<file path="config.mk">
export PLATFORM = sky130hd
export DESIGN_NAME = multi_cycle_control
export DESIGN_NICKNAME = d
export VERILOG_FILES = /design/src/rtl/multi_cycle_control_pkg.sv /design/src/rtl/multi_cycle_control_opcode_decode.sv /design/src/rtl/multi_cycle_control.sv
export SDC_FILE = /design/constraint.sdc
export NUM_CORES = 1
export LEC_CHECK = 0
export BUFFER_PORTS_ARGS = -buffer_cell sky130_fd_sc_hd__buf_2
export CORE_UTILIZATION = 50
export DETAILED_ROUTE_END_ITERATION = 16
export PLACE_DENSITY = 0.74
export SYNTH_ARGS = -nofsm -noshare
export SYNTH_HDL_FRONTEND = slang
export SYNTH_SLANG_ARGS = --single-unit
export TNS_END_PERCENT = 30
</file>
<file path="constraint.sdc">
create_clock -name clk -period 5.95 [get_ports clk]
set_clock_uncertainty 0.05 [all_clocks]
set_input_delay 1.19 -clock clk [delete_from_list [all_inputs] [get_ports clk]]
set_output_delay 1.19 -clock clk [all_outputs]
set_load 0.05 [all_outputs]
</file>
<file path="src/rtl/multi_cycle_control_pkg.sv">
// Shared encodings for the multi-cycle controller and its datapath:
// opcodes, FSM states, ALU operations and mux selects.
package multi_cycle_control_pkg;

    localparam logic [5:0] OP_ADD   = 6'b000000;
    localparam logic [5:0] OP_SUB   = 6'b000001;
    localparam logic [5:0] OP_ADDIU = 6'b000010;
    localparam logic [5:0] OP_AND   = 6'b010000;
    localparam logic [5:0] OP_ANDI  = 6'b010001;
    localparam logic [5:0] OP_OR    = 6'b010010;
    localparam logic [5:0] OP_ORI   = 6'b010011;
    localparam logic [5:0] OP_SLL   = 6'b011000;
    localparam logic [5:0] OP_SLT   = 6'b100110;
    localparam logic [5:0] OP_SLTI  = 6'b100111;
    localparam logic [5:0] OP_SW    = 6'b110000;
    localparam logic [5:0] OP_LW    = 6'b110001;
    localparam logic [5:0] OP_LHU   = 6'b110010;
    localparam logic [5:0] OP_BEQ   = 6'b110100;
    localparam logic [5:0] OP_BNE   = 6'b110101;
    localparam logic [5:0] OP_BLTZ  = 6'b110110;
    localparam logic [5:0] OP_J     = 6'b111000;
    localparam logic [5:0] OP_JR    = 6'b111001;
    localparam logic [5:0] OP_JAL   = 6'b111010;
    localparam logic [5:0] OP_HALT  = 6'b111111;

    localparam logic [2:0] ALU_ADD = 3'b000;
    localparam logic [2:0] ALU_SUB = 3'b001;
    localparam logic [2:0] ALU_SLL = 3'b010;
    localparam logic [2:0] ALU_OR  = 3'b011;
    localparam logic [2:0] ALU_AND = 3'b100;
    localparam logic [2:0] ALU_SLT = 3'b110;

    localparam logic [1:0] PC_NEXT   = 2'd0;
    localparam logic [1:0] PC_BRANCH = 2'd1;
    localparam logic [1:0] PC_REG    = 2'd2;
    localparam logic [1:0] PC_JUMP   = 2'd3;

    localparam logic [1:0] DST_RA = 2'd0;
    localparam logic [1:0] DST_RT = 2'd1;
    localparam logic [1:0] DST_RD = 2'd2;

    typedef enum logic [3:0] {
        S_IF     = 4'd0,
        S_ID     = 4'd1,
        S_EXE_AL = 4'd2,
        S_WB_AL  = 4'd3,
        S_EXE_LS = 4'd4,
        S_MEM    = 4'd5,
        S_WB_LD  = 4'd6,
        S_EXE_BR = 4'd7,
        S_HALT   = 4'd8
    } state_t;

    typedef enum logic [2:0] {
        CLS_NOP, CLS_RTYPE, CLS_ALUI, CLS_LOAD,
        CLS_STORE, CLS_BRANCH, CLS_JUMP, CLS_HALT
    } opClass_t;

endpackage

</file>
<file path="src/rtl/multi_cycle_control_opcode_decode.sv">
// Combinational opcode classification: instruction class, ALU operation,
// immediate extension mode and ALU operand selects.
import multi_cycle_control_pkg::*;

module opcode_decode (
    input  logic [5:0] opcode,
    output opClass_t   opClass,
    output logic [2:0] aluOp,
    output logic       extSel,
    output logic       aluSrcA,
    output logic       aluSrcB
);

    always_comb begin
        opClass = CLS_NOP;
        aluOp   = ALU_ADD;
        extSel  = 1'b1;
        aluSrcA = 1'b0;
        aluSrcB = 1'b0;
        case (opcode)
            OP_ADD:   opClass = CLS_RTYPE;
            OP_SUB:   begin opClass = CLS_RTYPE; aluOp = ALU_SUB; end
            OP_AND:   begin opClass = CLS_RTYPE; aluOp = ALU_AND; end
            OP_OR:    begin opClass = CLS_RTYPE; aluOp = ALU_OR;  end
            OP_SLT:   begin opClass = CLS_RTYPE; aluOp = ALU_SLT; end
            OP_SLL:   begin opClass = CLS_RTYPE; aluOp = ALU_SLL; aluSrcA = 1'b1; end
            OP_ADDIU: begin opClass = CLS_ALUI;  aluSrcB = 1'b1; end
            OP_ANDI:  begin opClass = CLS_ALUI;  aluOp = ALU_AND; aluSrcB = 1'b1; extSel = 1'b0; end
            OP_ORI:   begin opClass = CLS_ALUI;  aluOp = ALU_OR;  aluSrcB = 1'b1; extSel = 1'b0; end
            OP_SLTI:  begin opClass = CLS_ALUI;  aluOp = ALU_SLT; aluSrcB = 1'b1; end
            OP_LW, OP_LHU: begin opClass = CLS_LOAD;  aluSrcB = 1'b1; end
            OP_SW:    begin opClass = CLS_STORE; aluSrcB = 1'b1; end
            OP_BEQ, OP_BNE, OP_BLTZ: begin opClass = CLS_BRANCH; aluOp = ALU_SUB; end
            OP_J, OP_JR, OP_JAL: opClass = CLS_JUMP;
            OP_HALT:  opClass = CLS_HALT;
            default:  opClass = CLS_NOP;
        endcase
    end

endmodule

</file>
<file path="src/rtl/multi_cycle_control.sv">
// Multi-cycle CPU control unit: state register, retired-instruction counter
// and per-state control decode.
import multi_cycle_control_pkg::*;

module multi_cycle_control (
    input  logic        clk,
    input  logic        rst,
    input  logic [5:0]  opcode,
    input  logic        zero,
    input  logic        sign,
    output logic        PCWre,
    output logic        IRWre,
    output logic        InsMemRW,
    output logic        RegWr,
    output logic        WrRegDSrc,
    output logic        getHW,
    output logic        ALUSrcA,
    output logic        ALUSrcB,
    output logic        ExtSel,
    output logic        mRD,
    output logic        mWR,
    output logic        DBDataSrc,
    output logic [1:0]  RegDst,
    output logic [1:0]  PCSrc,
    output logic [2:0]  ALUOp,
    output logic [3:0]  state,
    output logic [31:0] retired
);

    state_t     stateReg, stateNext;
    opClass_t   opClass;
    logic [2:0] decAluOp;
    logic       decExtSel, decSrcA, decSrcB;
    logic       branchTaken;

    opcode_decode uDecode (
        .opcode (opcode),
        .opClass(opClass),
        .aluOp  (decAluOp),
        .extSel (decExtSel),
        .aluSrcA(decSrcA),
        .aluSrcB(decSrcB)
    );

    assign branchTaken = (opcode == OP_BEQ  &&  zero) ||
                         (opcode == OP_BNE  && !zero) ||
                         (opcode == OP_BLTZ &&  sign);

    always_ff @(posedge clk or posedge rst) begin
        if (rst) begin
            stateReg <= S_IF;
            retired  <= 32'd0;
        end else begin
            stateReg <= stateNext;
            if (PCWre) retired <= retired + 32'd1;
        end
    end

    assign state = stateReg;

    // All outputs are held at 0 while rst is high, including the IF strobes.
    always_comb begin
        stateNext = stateReg;
        PCWre = 1'b0; IRWre = 1'b0; InsMemRW = 1'b0; RegWr = 1'b0;
        WrRegDSrc = 1'b0; getHW = 1'b0; ALUSrcA = 1'b0; ALUSrcB = 1'b0;
        ExtSel = 1'b0; mRD = 1'b0; mWR = 1'b0; DBDataSrc = 1'b0;
        RegDst = DST_RA; PCSrc = PC_NEXT; ALUOp = ALU_ADD;
        if (!rst) begin
            unique case (stateReg)
                S_IF: begin
                    IRWre = 1'b1; InsMemRW = 1'b1;
                    stateNext = S_ID;
                end
                S_ID: begin
                    case (opClass)
                        CLS_RTYPE, CLS_ALUI:  stateNext = S_EXE_AL;
                        CLS_LOAD, CLS_STORE: stateNext = S_EXE_LS;
                        CLS_BRANCH:          stateNext = S_EXE_BR;
                        CLS_HALT:            stateNext = S_HALT;
                        default: begin
                            // Jumps and unknown opcodes retire straight out of ID.
                            stateNext = S_IF;
                            PCWre = 1'b1;
                            if (opClass == CLS_JUMP)
                                PCSrc = (opcode == OP_JR) ? PC_REG : PC_JUMP;
                            if (opcode == OP_JAL) begin
                                RegWr = 1'b1; RegDst = DST_RA; WrRegDSrc = 1'b1;
                            end
                        end
                    endcase
                end
                S_EXE_AL: begin
                    ALUSrcA = decSrcA; ALUSrcB = decSrcB; ExtSel = decExtSel;
                    ALUOp = decAluOp;
                    stateNext = S_WB_AL;
                end
                S_WB_AL: begin
                    RegWr = 1'b1;
                    RegDst = (opClass == CLS_RTYPE) ? DST_RD : DST_RT;
                    PCWre = 1'b1;
                    stateNext = S_IF;
                end
                S_EXE_LS: begin
                    ALUSrcB = decSrcB; ExtSel = decExtSel; ALUOp = ALU_ADD;
                    stateNext = S_MEM;
                end
                S_MEM: begin
                    if (opClass == CLS_STORE) begin
                        mWR = 1'b1; PCWre = 1'b1;
                        stateNext = S_IF;
                    end else begin
                        mRD = 1'b1;
                        stateNext = S_WB_LD;
                    end
                end
                S_WB_LD: begin
                    RegWr = 1'b1; RegDst = DST_RT; DBDataSrc = 1'b1;
                    getHW = (opcode == OP_LHU);
                    PCWre = 1'b1;
                    stateNext = S_IF;
                end
                S_EXE_BR: begin
                    ALUSrcA = decSrcA; ALUSrcB = decSrcB; ExtSel = decExtSel;
                    ALUOp = ALU_SUB;
                    PCWre = 1'b1;
                    PCSrc = branchTaken ? PC_BRANCH : PC_NEXT;
                    stateNext = S_IF;
                end
                S_HALT:  stateNext = S_HALT;
                default: stateNext = S_IF;
            endcase
        end
    end

endmodule
</file>
==> qor.yml <==
cts_max_level: 2
final-max-slew-violation-count: 0
synth_area_leader_cell: "dfrtp_1"
wl_per_cell_um: 15.1
setup_viol: 0
placedCellCount: 411
cts_resized: 0
grt_pass1_wl_um: 10600
ys_types: 65
synth_edf_count: 0
final_common_cell: "buf_2"
rows: 26
synth-seq-cells: 36
ant_nets: 0
cts_num_sinks: 36
post_cts_buffers: 0
routed_wl_um: 6330
yosys_warnings: 0
syn_to_final_growth_pct: 13.3
whs_path_depth: 1
core_um2: 5170
cts_buffers: 5
nets: 359
setup_tns_ns: 0
fp.dieW_um: 75.6
rsz0062_at_grt: "no"
vias: 2491
mostFrequentLayoutCells: "64 x buf_2, 36 x dfrtp_1, 28 x nand2_1"
cts_root_buffer: "clkbuf_8"
finalInstanceArea_um2: 3070
synth_ff_type: "dfrtp_1"
crit_path_max_fanout: 10
ys_top_cells_by_area: "dfrtp_1 33%, xor2_1 8.7%, a2111oi_2 4.4%"
critPathArrivalTime_ns: 3.09
start_util: 0.524
port_buffers: 64
clock_latency_ns: 0.30
holdCritPathClass: "flip-flop to flip-flop"
insertedDiodeCount: 0
die_y_um: 75.6
slew_headroom: 0.562
rr_worst_depth: 5
syn-num-nets: 313
avgSynthCellArea_um2: 8.97
syn-cell-area_um2: 2710
clk_pin_slew_ns: 0.08
worstSetupEndpointType: "primary output"
clockBufferDepth: 2
synth_top_area_frac: 0.332
drc: 0
worst_hold_slack_ns: 0.425
cts_tree: "yes"
yosysSeqAreaShare: 0.332
drv_cap: 0
antenna_found_initial: 0
cp-start-kind: "input pin"
place_area_um2: 2980
fmax_mhz: 231
fin_cells: 419
syn_inst: 302
drt_pre_antenna_iters: 4
drive_above_1_share: 0.301
gp_congestion: 0.893
worstSetupPathType: "input pin to primary output"
hold_buffers: 0
total_power_mw: 0.973
drt_iter0_markers: 116
grt_pass1_vias: 2216
finalHoldViolations: 0
ir_drop_mv: 0.192
worst_pin_slew_ns: 0.655
viasPerCell: 5.95
dp_hpwl_um: 4470
grt_max_degree: 34
status: "finished, final reports clean"
fin_crit_sh: 0.727
postSynth.asyncResetShare: 1.00
critPathRequiredTime_ns: 4.71
finalCriticalPeriod_ns: 4.33
powerDensity_nw_per_um2: 317
io_pins: 65
die_area_um2: 5720
grt_overflow: 0
power.leakage_nw: 1.32
track_usage: 0.241
==> per-stage QoR <==
stage | setup WS (ns) | utilization
after detailed placement | 1.65 | 0.577
after CTS | 1.64 | 0.594
final | 1.62 | 0.594
after global placement | 1.67 | 0.577
after floorplan | 0.413 | -
after global routing | 1.41 | 0.594
==> Yosys cell counts, types with 4 or more instances <==
cell type and count:
or2_2 4, nor3_1 5, nor2_1 21, a211oi_1 6, o21ai_0 8, a21oi_1 17
clkbuf_1 16, and3_1 5, a2111oi_2 8, buf_6 4, xnor2_1 6, nand4_1 7
nand2_1 28, nand2b_1 4, dfrtp_1 36, a211oi_2 7, xor2_1 27, nand3_1 11
inv_1 10
==> per-layer routing <==
metal,track usage,wire length (µm)
met1,0.340,2940
met2,0.380,2990
met3,0.0331,273
met4,0.0844,120
met5,0,0
==> cell families after synthesis <==
| kind of cell | share of synthesized area |
|---|---|
| DFF | 0.332 |
| and+or+nand+nor | 0.246 |
| buffers and inverters | 0.0665 |
| AOI/OAI and AO/OA | 0.231 |
| adders and majority gates | 0.00462 |
| muxes | 0.0125 |
| xor gates and xnor gates | 0.107 |
==> path summary, 6_finish.rpt <==
check | start | endpoint | slack (ns)
setup / recovery | rst | PCSrc[0] | 1.62
hold / removal | retired[31] | retired[31] | 0.43
setup reg to reg | state[1] | retired[27] | 3.34
hold reg to reg | retired[31] | retired[31] | 0.43
max in group asynchronous | rst | retired[25] | 4.43
min in group asynchronous | rst | state[3] | 0.79
==> report_power, final <==
part	switching, mW	total (mW)	internal, mW
sequential	0.0645	0.353	0.289
combinational	0.337	0.443	0.107
clock	0.0950	0.177	0.0816
==> layout make-up <==
class	instances	area [µm²]
clock buffer	5	68.8
clock inverter	3	18.8
fill	478	2100
inverter	10	37.5
multi-input combinational	230	1630
sequential	36	901
tap	70	87.6
timing repair buffer	65	328
==> worst max-delay path: stages <==
cell and delay, ns:
buf_2 0.15, or3_4 0.43, or2_1 0.29, a2111o_1 0.41, a41o_1 0.23, o21ai_1 0.12
buf_2 0.27
==> state kept, by name (all words and copies together) (netlist names) <==
signal / flops
retired: 32
state: 4
Note: power is estimated with default switching activity, not from simulation.
